### src/rtl/ifu_pkg.sv
// Shared encodings and defaults for the instruction fetch unit.
package ifu_pkg;

  // Next-PC select encodings driven by the controller.
  localparam logic [1:0] NPC_SEQ = 2'd0;
  localparam logic [1:0] NPC_BR  = 2'd1;
  localparam logic [1:0] NPC_J   = 2'd2;
  localparam logic [1:0] NPC_JR  = 2'd3;

  // Base of instruction space and PC value after reset.
  localparam logic [31:0] PC_RESET_DEFAULT = 32'h0000_3000;

  // Fetch unit control state: running, or halted after a fetch fault.
  typedef enum logic {
    RUN  = 1'b0,
    HALT = 1'b1
  } fetch_state_t;

endpackage

### src/rtl/npc_calc.sv
// Combinational next-PC target computation and legality check.
module npc_calc
  import ifu_pkg::*;
#(
  parameter logic [31:0] PC_RESET = PC_RESET_DEFAULT,
  parameter int          IM_DEPTH = 4096
) (
  input  logic [31:0] pc,
  input  logic [1:0]  npc_op,
  input  logic        br_take,
  input  logic [15:0] imm16,
  input  logic [25:0] imm26,
  input  logic [31:0] ra,
  output logic [31:0] target,
  output logic        legal
);

  // Bounds are held in 33 bits so the end of instruction space cannot wrap.
  localparam logic [32:0] LOWER = {1'b0, PC_RESET};
  localparam logic [32:0] UPPER = {1'b0, PC_RESET} + (33'(IM_DEPTH) << 2);

  logic [31:0] seq_pc;
  logic [31:0] br_off;
  logic [32:0] target_wide;

  assign seq_pc = pc + 32'd4;
  // Word offset sign-extended and scaled to bytes.
  assign br_off = {{14{imm16[15]}}, imm16, 2'b00};

  // Select the candidate target for the requested next-PC kind.
  always_comb begin
    target = seq_pc;
    unique case (npc_op)
      NPC_SEQ: target = seq_pc;
      NPC_BR:  target = br_take ? (seq_pc + br_off) : seq_pc;
      NPC_J:   target = {pc[31:28], imm26, 2'b00};
      NPC_JR:  target = ra;
      default: target = seq_pc;
    endcase
  end

  assign target_wide = {1'b0, target};

  // A target is fetchable only if word aligned and inside the ROM window.
  assign legal = (target[1:0] == 2'b00) &&
                 (target_wide >= LOWER) &&
                 (target_wide < UPPER);

endmodule

### src/rtl/ifu_fetch.sv
// Instruction fetch unit: PC register, stall, sticky fault halt, fetch counter.
module ifu_fetch
  import ifu_pkg::*;
#(
  parameter logic [31:0] PC_RESET = PC_RESET_DEFAULT,
  parameter int          IM_DEPTH = 4096
) (
  input  logic        clk,
  input  logic        reset,
  input  logic        en,
  input  logic [1:0]  npc_op,
  input  logic        br_take,
  input  logic [15:0] imm16,
  input  logic [25:0] imm26,
  input  logic [31:0] ra,
  output logic [31:0] im_addr,
  input  logic [31:0] im_data,
  output logic [31:0] pc,
  output logic [31:0] pc_plus4,
  output logic [31:0] instr,
  output logic        fault,
  output logic [31:0] fetch_cnt
);

  fetch_state_t state, state_next;
  logic [31:0]  pc_next;
  logic [31:0]  cnt_next;
  logic         fault_next;
  logic [31:0]  target;
  logic         legal;

  npc_calc #(
    .PC_RESET (PC_RESET),
    .IM_DEPTH (IM_DEPTH)
  ) u_npc_calc (
    .pc      (pc),
    .npc_op  (npc_op),
    .br_take (br_take),
    .imm16   (imm16),
    .imm26   (imm26),
    .ra      (ra),
    .target  (target),
    .legal   (legal)
  );

  // State and datapath registers; reset clears everything immediately.
  always_ff @(posedge clk or posedge reset) begin
    if (reset) begin
      state     <= RUN;
      pc        <= PC_RESET;
      fetch_cnt <= 32'd0;
      fault     <= 1'b0;
    end else begin
      state     <= state_next;
      pc        <= pc_next;
      fetch_cnt <= cnt_next;
      fault     <= fault_next;
    end
  end

  // Next-state logic: advance on a legal target, halt on an illegal one, hold otherwise.
  always_comb begin
    state_next = state;
    pc_next    = pc;
    cnt_next   = fetch_cnt;
    fault_next = fault;
    if (state == RUN && en) begin
      if (legal) begin
        pc_next  = target;
        cnt_next = fetch_cnt + 32'd1;
      end else begin
        fault_next = 1'b1;
        state_next = HALT;
      end
    end
  end

  assign im_addr  = pc;
  assign pc_plus4 = pc + 32'd4;
  // A halted unit feeds nops to decode.
  assign instr    = (state == HALT) ? 32'h0 : im_data;

endmodule

### config.mk
export PLATFORM = sky130hd
export DESIGN_NAME = ifu_fetch
export DESIGN_NICKNAME = d
export VERILOG_FILES = /design/src/rtl/ifu_pkg.sv /design/src/rtl/npc_calc.sv /design/src/rtl/ifu_fetch.sv
export SDC_FILE = /design/constraint.sdc
export NUM_CORES = 1
export LEC_CHECK = 0
export CAP_MARGIN = 20
export CELL_PAD_IN_SITES_DETAIL_PLACEMENT = 0
export CELL_PAD_IN_SITES_GLOBAL_PLACEMENT = 1
export CORE_ASPECT_RATIO = 1.4
export CORE_MARGIN = 4
export CORE_UTILIZATION = 48
export CTS_BUF_LIST = sky130_fd_sc_hd__clkbuf_8
export CTS_CLUSTER_SIZE = 40
export DETAILED_ROUTE_END_ITERATION = 10
export DONT_BUFFER_PORTS = 1
export HOLD_SLACK_MARGIN = 0.12
export PLACE_DENSITY = 0.81
export SYNTH_ARGS = -nofsm -noshare
export SYNTH_HDL_FRONTEND = slang
export SYNTH_SLANG_ARGS = --single-unit
### constraint.sdc
create_clock -name clk -period 6.1 [get_ports clk]
set_input_delay 1.22 -clock clk [delete_from_list [all_inputs] [get_ports clk]]
set_output_delay 1.22 -clock clk [all_outputs]
set_load 0.02 [all_outputs]
# Yosys cells after proc, flatten, opt, wreduce, memory -nomap -nowiden
# Cells that the tools add are included.
[word_totals] mem_count=0 out_inout_bits=161 latch_bits=0 mem_bits_ro=0 ram_bits=0 reg_bits=65 elab_cells=23
[op_classes] div=0 mux=3 multipliers=0 eq_ne=3 n_reduce_logical=7 add_sub_neg=3 shift=0 magnitude_cmp=2 n_bitwise=2
[op_table] op="32-bit case mux with 4 select lines" count=1
[op_table] op="32-bit two-way mux" count=2
[op_table] op="32-bit by 1-bit adder with 32-bit output, second input constant" count=1
[op_table] op="32-bit by 3-bit adder with 32-bit output, second input constant" count=1
[op_table] op="32-bit adder" count=1
[op_table] op="32-bit by 14-bit greater-or-equal comparator with 1-bit output, second input constant" count=1
[op_table] op="32-bit by 15-bit less-than comparator with 1-bit output, second input constant" count=1
[op_table] op="2-bit equality test, second input constant" count=2
[op_table] op="2-bit logical NOT" count=2
[op_table] op="2-bit AND reduction" count=2
[op_table] op="1-bit logical AND" count=3
[op_table] op="2-bit by 1-bit equality test with 1-bit output, second input constant" count=1
[op_table] op="1-bit inverter" count=2

# Logic depth before layout (Yosys ltp)
# Gate-level depths: netlist of run 1.
[depth] depth_word=9 depth_mapped=20

# Modules after synthesis
# From an unflattened synthesis of run 1, not the netlist that was laid out.
[hier_totals] hier_cells=982 hier_area_um2=7544.7
[modules_own_cells] module="ifu_fetch" area_per_inst_um2=3783.6 seq_area_each_um2=1629.1 cells_each=424 n_inst=1
[modules_own_cells] module="npc_calc" area_per_inst_um2=3761.1 seq_area_each_um2=0.0 cells_each=558 n_inst=1

# Worst setup path after synthesis of run 1
# No wires, ideal clock.
[synth_timing] path_type="register to register" start="register pc[8], in the netlist im_addr[8]" end="register pc[10], in the netlist im_addr[10]" path_slack_ps=625 n_path_buf=4 period_less_slack_ps=5475 arrival_time_ps=5350 t_required_ps=5975 stages_incl_launch_ff=19 setup_ps=125 cell_sequence="dfrtp_1 -> and4_1 -> clkbuf_1 -> nand4_1 -> xnor2_1 -> ha_1 -> clkbuf_1 -> and3_1 -> and2_1 -> a221o_1 -> o31a_1 -> o211ai_1 -> a21boi_0 -> or4b_1 -> or4_1 -> buf_6 -> nor3_4 -> buf_8 -> mux2_4"
[synth_via] elab_chain_cells=8
[synth_lines] item="from (decl)" line_no="ifu_fetch.sv:18" text="output logic [31:0] pc,"
[synth_lines] item="from (signal assigned)" line_no="ifu_fetch.sv:55" text="pc <= pc_next;"
[synth_lines] item="32-bit by 3-bit adder with 32-bit output *"
[synth_lines] item="via pc_plus4[14]" line_no="ifu_fetch.sv:19" text="output logic [31:0] pc_plus4,"
[synth_lines] item="32-bit adder" line_no="npc_calc.sv:35" text="NPC_BR: target = br_take ? (seq_pc + br_off) : seq_pc;"
[synth_lines] item="32-bit two-way mux" line_no="npc_calc.sv:35"
[synth_lines] item="32-bit case mux with 4 select lines *" line_no="npc_calc.sv:33" text="unique case (npc_op)"
[synth_lines] item="32-bit by 14-bit greater-or-equal comparator with 1-bit output" line_no="npc_calc.sv:46" text="(target_wide >= LOWER) &&"
[synth_lines] item="1-bit logical AND" line_no="npc_calc.sv:45" text="assign legal = (target[1:0] == 2'b00) &&"
[synth_lines] item="1-bit logical AND *" line_no="npc_calc.sv:46"
[synth_lines] item="2-bit AND reduction (no line) *"
# Mark *: on every way through the listed nets, which the timed path passes. The rest lies on a longest branch.
# A chain may end at the register's enable or synchronous reset.

# Worst setup path after layout of run 1
[layout_timing] start="register pc[3], in the netlist im_addr[3]" end="register fetch_cnt[16]"
[layout_via] elab_chain_cells=8
[layout_lines] item="32-bit by 3-bit adder with 32-bit output *"
[layout_lines] item="via pc_plus4[17]" line_no="ifu_fetch.sv:19"
[layout_lines] item="32-bit adder" line_no="npc_calc.sv:35"
[layout_lines] item="32-bit two-way mux" line_no="npc_calc.sv:35"
[layout_lines] item="32-bit case mux with 4 select lines *" line_no="npc_calc.sv:33"
[layout_lines] item="32-bit by 14-bit greater-or-equal comparator with 1-bit output" line_no="npc_calc.sv:46"
[layout_lines] item="1-bit logical AND" line_no="npc_calc.sv:45"
[layout_lines] item="1-bit logical AND *" line_no="npc_calc.sv:46"
[layout_lines] item="2-bit AND reduction (no line) *"
[layout_lines] item="to (signal assigned)" line_no="ifu_fetch.sv:56" text="fetch_cnt <= cnt_next;"
[layout_lines] item="to (decl)" line_no="ifu_fetch.sv:22" text="output logic [31:0] fetch_cnt"
# Marked as above.

==> summary.txt, run 1 <==
Run status
  • Status: completed

Worst setup path
  • Slowest cell delay on critical path: 0.67 ns
  • Crit path capture: fetch_cnt[16]
  • Critical-path top delay cell: xnor2_1
  • Worst Reg-to-Reg Cells: 16
  • Cell depth of the worst setup path: 16
  • Most used cell, CP: or4_1
  • Crit-path max FO: 32
  • CP endpoint kind: register
  • CP Cell Sequence: and2_0 -> nand4_2 -> nor2_1 -> xnor2_1 -> ha_1 -> o21ai_0 -> o21bai_1 -> or4_1 -> o31a_1 -> o2111ai_1 -> nor4bb_1 -> or4b_1 -> or4_1 -> buf_4 -> nor4_1 -> xor2_1
  • Critical Path AT: 6.01 ns
  • WP buf/inv: 1
  • Critical path origin: im_addr[3]
  • Worst R2R Start: im_addr[3]
  • R2R setup slack: 0.34 ns
  • Crit Reg-Reg Endpoint: fetch_cnt[16]
  • CP delay by family, top: simple AND/OR/NAND/NOR gates
  • Data required, critical path: 6.36 ns
  • CP Class: reg2reg
  • Setup crit start kind: register

Layout
  • Fraction of layout cells with a size suffix above 1: 12.51%
  • Filler instances: 1416
  • # diodes: 0
  • Most frequent cells in the layout: nand2_1 (93), dfrtp_1 (63), buf_4 (55), nor2b_1 (52), xor2_1 (51)
  • Most common cell after layout, fill and taps aside: nand2_1
  • Final Instance Area: 7526 um2
  • Nets@finish: 1027
  • Layout area overhead: 4.718%
  • Finished Layout Cells: 1076

Timing
  • Final setup margin: 0.3437 ns
  • Final hold vios: 0
  • Least-Margin Pin Slew: 0.8469 ns
  • Fin crit period: 5.756 ns
  • TNS Setup: 0 ns
  • Worst hold slack: 0.5883 ns
  • F_max: 173.7 MHz
  • RSZ-0062 raised after global routing: false
  • Slew margin rel.: 43.13%
  • Fin. max-slew vios: 0
  • Final Setup Violations: 0
  • Worst Clk Skew: 0.008320 ns
  • Final worst path period share: 94.37%

Pwr
  • VDD IR max: 110.2 uV
  • Pwr Density: 122.3 nW/um2
  • Lkg Pwr: 3.458 nW

Detailed routing
  • Initial DRC count: 445
  • Detailed-route DRC error count: 0
  • Wirelength, routed: 25990 um
  • Final ANT Viol Nets: 0
  • Vias per cell: 6.639
  • Routed WL per cell: 24.15 um
  • Detailed Routing Iterations Pass 1: 5
  • Vias: 7144

CTS
  • CTS HTree Levels: 3
  • Clock buffer depth: 2
  • Buffer count from post-CTS setup fixing: 0
  • TritonCTS clock tree: built
  • Post_cts resized: 0
  • Clk sink count: 65
  • Number of CTS-inserted buffers: 9
  • Hold Buf Count CTS: 0
  • Worst-path clk slew: 0.07 ns
  • Root buffer selected by CTS: clkbuf_8
  • Clk Latency, worst-skew pair: 0.34 ns

Placement
  • Post-DP Area: 7352 um2
  • PortBufs: 0
  • Dpl ws: 0.4976 ns
  • Dpl hpwl: 20540 um
  • Placed Cells: 1060
  • Routability cong.: 0.9928

Global routing
  • Number of global-route vias before repair: 7090
  • Total global-route track usage: 29.09%
  • Met2 Use GR: 50.36%
  • Met3 GRT Util: 6.317%
  • Initial antenna violation count: 0
  • Largest net degree at the start of global routing: 66
  • GRT met1 Usage: 34.23%
  • Total grt overflow: 0
  • First-pass GRT wire length: 39850 um
  • GRT Max-Usage Layer: met2

Floorplanning
  • DIE AREA: 17020 um2
  • Die width: 111.4 um
  • Core area: 14570 um2
  • Initial core utilization: 49.31%
  • I/O pin total: 273
  • # rows: 52
  • Die Height: 152.8 um

Synthesis
  • Gate count after technology mapping: 904
  • Mapped cell area: 7187 um2
  • Mean Syn Cell Area: 7.950 um2
  • Main synth FF type: dfrtp_1
  • YS warnings: 0
  • Number of flops mapped to enable cells by yosys: 0
  • Post-Synthesis Net Count: 1049
  • Register area share after synthesis: 22.67%
  • Yosys reg bits: 65
  • FFs w/ async S/R, synth: 100.0%
  • Yosys cell types: 83

Hold path
  • Hold/Removal Path Class: reg2reg

Flow run
  • MaxCap Viol Count: 0
==> Yosys cell counts, types with 4 or more instances <==
master	number	share of area, %
nand2_1	93	4.9
dfrtp_1	63	22
nor2b_1	52	4.5
xor2_1	51	6.2
nor2_1	50	2.6
a21oi_1	48	3.3
o21ai_0	45	3.1
buf_4	34	3.6
nor3_1	33	2.3
ha_1	32	5.6
clkbuf_1	31	1.6
nand4_1	30	2.6
nand3_1	26	1.8
inv_1	23	1.2
mux2i_1	22	3.1
xnor2_1	17	2.1
and3_1	15	1.3
nor4_1	15	1.3
a211oi_1	14	1.5
a21o_1	13	1.4
and2_1	13	1.1
a31oi_1	11	0.96
buf_2	10	0.70
or3_1	9	0.78
and4_1	8	0.97
mux2_4	8	1.7
o211ai_1	8	0.84
buf_1	7	0.37
mux2_2	7	1.1
a21boi_0	6	0.63
a22oi_1	6	0.63
buf_6	6	0.94
nand2b_1	6	0.52
nor3b_1	6	0.63
nor4_2	6	1.0
o2111ai_1	4	0.49
==> registers in the layout, indices dropped and copies added (netlist names) <==
| register | cells |
|---|---|
| fetch_cnt | 32 |
| im_addr | 32 |
| state | 1 |
==> logic make-up (layout without fill, tap and decap cells) <==
logic type,Yosys count,in the layout,share of synthesized area [%]
simple gates,385,385,29.51
mux,39,39,6.459
fa+ha+maj,33,33,5.850
buf+inv,113,96,8.652
compound gates,201,201,18.58
xor+xnor,68,68,8.287
flops,65,65,22.67
==> cell type report <==
cell class / count / area, um2 / share of cell area [%]
inverter: 23 / 86.33 / 1.147
multi-input combinational: 726 / 4940 / 65.64
tap: 189 / 236.5 / 3.142
clock buffer: 11 / 151.4 / 2.012
sequential: 65 / 1629 / 21.65
clock inverter: 5 / 22.52 / 0.2993
timing repair buffer: 57 / 460.4 / 6.118
==> metrics by stage <==
stage                     total power [mW]  util, %
after global routing                0.9630    51.64
after floorplan                     0.5714        -
after detailed placement            0.5996    50.45
after global placement              0.5979    50.26
final                               0.9206    51.64
after CTS                           0.9235    51.64
==> how the worst min path moves through the flow <==
stage / startpoint / endpoint / slack, ns / cells past startpoint
after floorplan: im_addr[12] / im_addr[12] / 0.52 / 2
after global placement: im_addr[3] / im_addr[3] / 0.54 / 1
after detailed placement: im_addr[21] / im_addr[21] / 0.57 / 1
after CTS: im_addr[21] / im_addr[21] / 0.59 / 1
after global routing: im_addr[3] / im_addr[3] / 0.61 / 1
final: im_addr[21] / im_addr[21] / 0.59 / 1
==> report_power, final <==
part / internal [mW] / leakage, nW / switching (mW)
clock: 0.165 / 0.101 / 0.162
combinational: 0.0641 / 2.48 / 0.0991
sequential: 0.431 / 0.881 / 0.0000519
==> layer usage <==
layer  vias up  routed length [um]
met2       390               12920
met4         0                1127
met1      3444                9897
met5         -                   0
li1       3228                   -
met3        82                2045
(Power assumes the default switching activity.)
==> run 2: changes to the inputs <==
--- a/config.mk
+++ b/config.mk
@@ -17,6 +17,7 @@
 export DONT_BUFFER_PORTS = 1
 export HOLD_SLACK_MARGIN = 0.12
 export PLACE_DENSITY = 0.81
+export RECOVER_POWER = 25
 export SYNTH_ARGS = -nofsm -noshare
 export SYNTH_HDL_FRONTEND = slang
 export SYNTH_SLANG_ARGS = --single-unit
==> run 2 against run 1 <==
The flow now finishes with violations (capacitance limit, slew limit). First-iteration DRC count down 0.67%. Non-clock buffer count did not move. Utilization about the same. Die area stayed put. Critical endpoint unchanged.
==> summary.txt, run 2 (synthesis results as in run 1) <==
Timing
  • Final worst path period share: 94.38%
  • Worst Clk Skew: 0.008322 ns
  • Slew margin rel.: -129.5%
  • Fin. max-slew vios: 66
  • Final hold vios: 0
  • F_max: 173.7 MHz
  • RSZ-0062 raised after global routing: false
  • Final Setup Violations: 0
  • Least-Margin Pin Slew: 3.443 ns
  • Fin crit period: 5.757 ns
  • TNS Setup: 0 ns

CTS
  • Clk sink count: 65
  • Root buffer selected by CTS: clkbuf_8
  • Hold Buf Count CTS: 0
  • Post_cts resized: 0
  • CTS HTree Levels: 3
  • Worst-path clk slew: 0.07 ns
  • Clk Latency, worst-skew pair: 0.34 ns
  • Number of CTS-inserted buffers: 9
  • Buffer count from post-CTS setup fixing: 0
  • TritonCTS clock tree: built
  • Clock buffer depth: 2

Global routing
  • First-pass GRT wire length: 39850 um
  • Largest net degree at the start of global routing: 66
  • Initial antenna violation count: 0
  • Total global-route track usage: 29.09%
  • Number of global-route vias before repair: 7090
  • Total grt overflow: 0

Detailed routing
  • Detailed-route DRC error count: 0
  • Detailed Routing Iterations Pass 1: 5
  • Vias: 7145
  • Vias per cell: 6.640
  • Initial DRC count: 442
  • Routed WL per cell: 24.16 um
  • Final ANT Viol Nets: 0
  • Wirelength, routed: 25990 um

Run status
  • Status: finished with violations
  • Violated checks: capacitance limit, slew limit

Floorplanning
  • I/O pin total: 273
  • # rows: 52
  • Core area: 14570 um2
  • Initial core utilization: 49.31%
  • DIE AREA: 17020 um2
  • Die width: 111.4 um
  • Die Height: 152.8 um

Worst setup path
  • Setup crit start kind: register
  • Critical Path AT: 6.01 ns
  • CP endpoint kind: register
  • CP Class: reg2reg
  • Crit-path max FO: 32
  • Data required, critical path: 6.36 ns

Layout
  • Most common cell after layout, fill and taps aside: nand2_1
  • Most frequent cells in the layout: nand2_1 (93), dfrtp_1 (63), buf_4 (54), nor2b_1 (52), xor2_1 (51)
  • Fraction of layout cells with a size suffix above 1: 12.29%
  • Nets@finish: 1027
  • # diodes: 0
  • Layout area overhead: 4.666%
  • Final Instance Area: 7522 um2

Hold path
  • Hold/Removal Path Class: reg2reg

Pwr
  • VDD IR max: 110.2 uV
  • Lkg Pwr: 3.456 nW
  • Pwr Density: 122.3 nW/um2

Placement
  • Post-DP Area: 7352 um2
  • Dpl hpwl: 20540 um
  • Routability cong.: 0.9928
  • PortBufs: 0

Flow run
  • MaxCap Viol Count: 1
[run 2: layer usage]
metal  vias to the layer above  track usage [%]  routed length [um]
li1                       3228                -                   -
met1                      3447            34.23                9884
met2                       390            50.36               12940
met3                        80            6.317                2058
met4                         0            13.22                1106
met5                         -                0                   0
[run 2: layout make-up]
cell class	count	area (um2)
Clock buffer	11	151.4
Clock inverter	5	22.52
Fill cell	1418	7052
Inverter	23	86.33
Multi-Input combinational cell	726	4940
Sequential cell	65	1629
Tap cell	189	236.5
Timing Repair Buffer	57	456.7
[run 2: power by group]
| part | total, mW | internal, mW | switching [mW] |
|---|---|---|---|
| logic | 0.163 | 0.0637 | 0.0990 |
| clock network | 0.326 | 0.165 | 0.162 |
| registers | 0.431 | 0.431 | 0.0000519 |
| total | 0.920 | 0.659 | 0.261 |
[run 2: metrics by stage]
step                      std cells  hold WS (ns)  util, %  setup WS (ns)  total power [mW]
after floorplan                 904        0.5243        -         0.6248            0.5714
after global placement         1059        0.5425    50.26         0.5838            0.5979
after detailed placement       1060        0.5703    50.45         0.4976            0.5996
after CTS                      1076        0.5872    51.64         0.4791            0.9235
after global routing           1076        0.6116    51.61         0.1549            0.9627
final                          1076        0.5883    51.61         0.3426            0.9203
[run 2: critical path: stages (launching register included)]
cell	delay, ns
dfrtp_1	0.42
and2_0	0.29
nand4_2	0.25
nor2_1	0.09
xnor2_1	0.67
ha_1	0.49
o21ai_0	0.14
o21bai_1	0.18
or4_1	0.55
o31a_1	0.12
o2111ai_1	0.14
nor4bb_1	0.29
or4b_1	0.46
or4_1	0.63
buf_4	0.30
nor4_1	0.42
xor2_1	0.20
[run 2: path summary, 6_finish.rpt]
| check | slack [ns] | cells past startpoint | endpoint | startpoint |
|---|---|---|---|---|
| max | 0.34 | 16 | fetch_cnt[16] | im_addr[3] |
| min | 0.59 | 1 | im_addr[21] | im_addr[21] |
| max reg2reg | 0.34 | 16 | fetch_cnt[16] | im_addr[3] |
| min reg2reg | 0.59 | 1 | im_addr[21] | im_addr[21] |
| max in group asynchronous | 2.06 | 2 | fetch_cnt[14] | reset |
| min in group asynchronous | 2.08 | 2 | fetch_cnt[9] | reset |
==> run 3: changes to the inputs <==
--- a/config.mk
+++ b/config.mk
@@ -5,12 +5,13 @@
 export SDC_FILE = /design/constraint.sdc
 export NUM_CORES = 1
 export LEC_CHECK = 0
+export ABC_AREA = 1
 export CAP_MARGIN = 20
 export CELL_PAD_IN_SITES_DETAIL_PLACEMENT = 0
 export CELL_PAD_IN_SITES_GLOBAL_PLACEMENT = 1
 export CORE_ASPECT_RATIO = 1.4
 export CORE_MARGIN = 4
-export CORE_UTILIZATION = 48
+export CORE_UTILIZATION = 44
 export CTS_BUF_LIST = sky130_fd_sc_hd__clkbuf_8
 export CTS_CLUSTER_SIZE = 40
 export DETAILED_ROUTE_END_ITERATION = 10
==> run 3 against run 2 <==
The run still ends with capacitance limit, slew limit left. Combinational power up 37%. Cell count up 55%. Die area up 21%. Hold slack better by 0.040 ns. Maximum frequency up 8.9%. Global-route usage down 0.42 points. Sequential power about the same. Sequential cell count unchanged. Final area up 11%. Non-clock buffer count down 38. Critical endpoint is now fetch_cnt[22]. Largest cell class unchanged.
==> summary.txt, run 3 <==
Run status
  • Status: finished with violations
  • Violated checks: capacitance limit, slew limit

Detailed routing
  • Detailed-route DRC error count: 0
  • Vias per cell: 5.237
  • Metal-1 WL: 11130 um
  • Routed wl met3: 1934 um
  • Vias: 8761
  • Wirelength, routed: 29980 um
  • Initial DRC count: 522
  • Met2 routed WL: 15320 um
  • Detailed Routing Iterations Pass 1: 5
  • Top sig layer: met5
  • Final ANT Viol Nets: 0
  • Routed WL per cell: 17.92 um

Worst setup path
  • WP buf/inv: 2
  • Slowest cell delay on critical path: 0.70 ns
  • CP endpoint kind: register
  • Setup crit start kind: register
  • R2R setup slack: 0.81 ns
  • CP Cell Sequence: ha_1 -> nand3_1 -> nor2_1 -> nand3_1 -> nand2_1 -> inv_1 -> ha_1 -> nand2_1 -> nor2_1 -> inv_1 -> nor3_1 -> nand3_1 -> nand3_1 -> nand3_1 -> nand2_1 -> nand2_1 -> nor2_1 -> nand3_1 -> nor2_4 -> nand2_4 -> nor2_8 -> nand3_1 -> nand2_1
  • Cell depth of the worst setup path: 23
  • Worst R2R Start: im_addr[3]
  • CP delay by family, top: simple AND/OR/NAND/NOR gates
  • CP Class: reg2reg
  • Data required, critical path: 6.38 ns
  • Worst Reg-to-Reg Cells: 23
  • Crit Reg-Reg Endpoint: fetch_cnt[22]
  • Crit-path max FO: 51
  • Critical Path AT: 5.57 ns
  • Most used cell, CP: nand3_1
  • Critical-path top delay cell: dfrtp_1

Timing
  • Final Setup Violations: 0
  • F_max: 189.1 MHz
  • Final worst path period share: 86.70%
  • Fin crit period: 5.289 ns
  • TNS Setup: 0 ns
  • Worst Clk Skew: 0.005995 ns
  • Final hold vios: 0
  • Slew margin rel.: -133.9%
  • RSZ-0062 raised after global routing: false
  • Fin. max-slew vios: 66
  • Least-Margin Pin Slew: 3.508 ns

Layout
  • Layout area overhead: 3.307%
  • Fraction of layout cells with a size suffix above 1: 4.047%
  • Most common cell after layout, fill and taps aside: nand2_1
  • Final Instance Area: 8364 um2
  • Nets@finish: 1573
  • Most frequent cells in the layout: nand2_1 (498), inv_1 (289), nor2_1 (164), nand3_1 (134), dfrtp_1 (63)
  • Finished Layout Cells: 1673
  • # diodes: 0

Synthesis
  • Mean Syn Cell Area: 5.527 um2
  • Number of flops mapped to enable cells by yosys: 0
  • Yosys reg bits: 65
  • FFs w/ async S/R, synth: 100.0%
  • Register area share after synthesis: 20.12%
  • YS warnings: 0
  • Mapped cell area: 8097 um2
  • Post-synth top area cell: nand2_1
  • Gate count after technology mapping: 1465
  • Main synth FF type: dfrtp_1
  • Yosys cell types: 44
  • Synth area leaders: nand2_1 (23%), dfrtp_1 (19%), inv_1 (13%)
  • Area share of the largest cell type after synthesis: 23.09%
  • Top-count cell post-synth: nand2_1
  • Top cells by count, synth: nand2_1 (498), inv_1 (289), nor2_1 (164), nand3_1 (134), dfrtp_1 (63)
  • Post-Synthesis Net Count: 1610

Floorplanning
  • # rows: 58
  • I/O pin total: 273
  • Initial core utilization: 44.99%
  • Die Height: 168.5 um
  • Die width: 122.6 um
  • DIE AREA: 20670 um2
  • Core area: 18000 um2

CTS
  • Worst-path clk slew: 0.07 ns
  • TritonCTS clock tree: built
  • Hold Buf Count CTS: 0
  • Number of CTS-inserted buffers: 9
  • Clock buffer depth: 2
  • Root buffer selected by CTS: clkbuf_8
  • Post_cts resized: 0
  • Clk Latency, worst-skew pair: 0.34 ns
  • Buffer count from post-CTS setup fixing: 0
  • CTS HTree Levels: 3
  • Clk sink count: 65

Pwr
  • Lkg Pwr: 4.810 nW
  • Pwr Density: 127.8 nW/um2
  • VDD IR max: 181.9 uV

Placement
  • Routability cong.: 0.9553
  • PortBufs: 0
  • Post-DP Area: 8097 um2
  • Dpl hpwl: 25130 um
  • Placed Cells: 1655

Global routing
  • Total global-route track usage: 28.67%
  • First-pass GRT wire length: 45590 um
  • Initial antenna violation count: 1
  • Number of global-route vias before repair: 8409
  • Largest net degree at the start of global routing: 66
  • Total grt overflow: 0

Hold path
  • Worst hold path depth: 2
  • Hold EP: im_addr[20]
  • Hold/Removal Path Class: reg2reg
  • Hold path start: im_addr[20]

Flow run
  • MaxCap Viol Count: 1
run 3: changes by cell type after synthesis, sizes merged, moves of 15 or more:
cell,change
mux2,-15
nor2b,-52
nand2,+408
xor2,-41
nor4,-17
mux2i,-22
nand3,+108
inv,+269
nor2,+124
run 3: worst max-delay path by stage:
stage / startpoint / endpoint / slack [ns]
after floorplan: im_addr[2] / fetch_cnt[22] / 2.21
after global placement: im_addr[13] / fetch_cnt[25] / 0.93
after detailed placement: im_addr[3] / fetch_cnt[22] / 0.85
after CTS: im_addr[3] / fetch_cnt[22] / 0.83
after global routing: im_addr[3] / fetch_cnt[24] / 0.30
final: im_addr[3] / fetch_cnt[22] / 0.81
run 3: stage by stage:
stage | hold WS (ns) | setup WS [ns] | power (mW) | utilization, %
CTS | 0.6388 | 0.8310 | 1.075 | 46.26
finish | 0.6284 | 0.8112 | 1.069 | 46.48
floorplan | 0.5426 | 2.208 | 0.6070 | -
global placement | 0.6014 | 0.9332 | 0.6585 | 44.99
detailed placement | 0.6229 | 0.8533 | 0.6584 | 44.99
global route | 0.6632 | 0.2954 | 1.128 | 46.48
run 3: layer usage:
metal | global-route usage, % | vias up
met1 | 32.62 | 3954
li1 | - | 4435
met2 | 50.86 | 292
met5 | 0 | -
met3 | 5.214 | 78
met4 | 14.08 | 2
run 3: area by class of cell:
class                   count  area, um2
flip-flops and latches     65       1629
multi-input cells        1040       4940
fillers                  2011       9633
repair buffers             19      166.4
clock buffers              10      137.6
well taps                 240      300.3
clock inverters             6      91.34
inverters                 293       1100
run 3: report_power, final:
part	total [mW]	internal (mW)	switching (mW)
Combinational	0.223	0.0730	0.150
Sequential	0.431	0.431	0
Clock	0.416	0.242	0.174
run 3: logic make-up after synthesis:
| logic type | share of synthesized area [%] |
|---|---|
| adders and majority gates | 5.192 |
| DFF | 20.12 |
| xor gates and xnor gates | 1.623 |
| buffers and inverters | 18.87 |
| and+or+nand+nor | 46.18 |
| AOI/OAI and AO/OA | 8.020 |
run 3: worst reg2reg max path: cells and delay by family, from the launching register on:
kind          cells  cell delay [ns]
simple gates     19             3.45
buf+inv           2             0.28
flops             1             0.70
fa+ha+maj         2             0.80
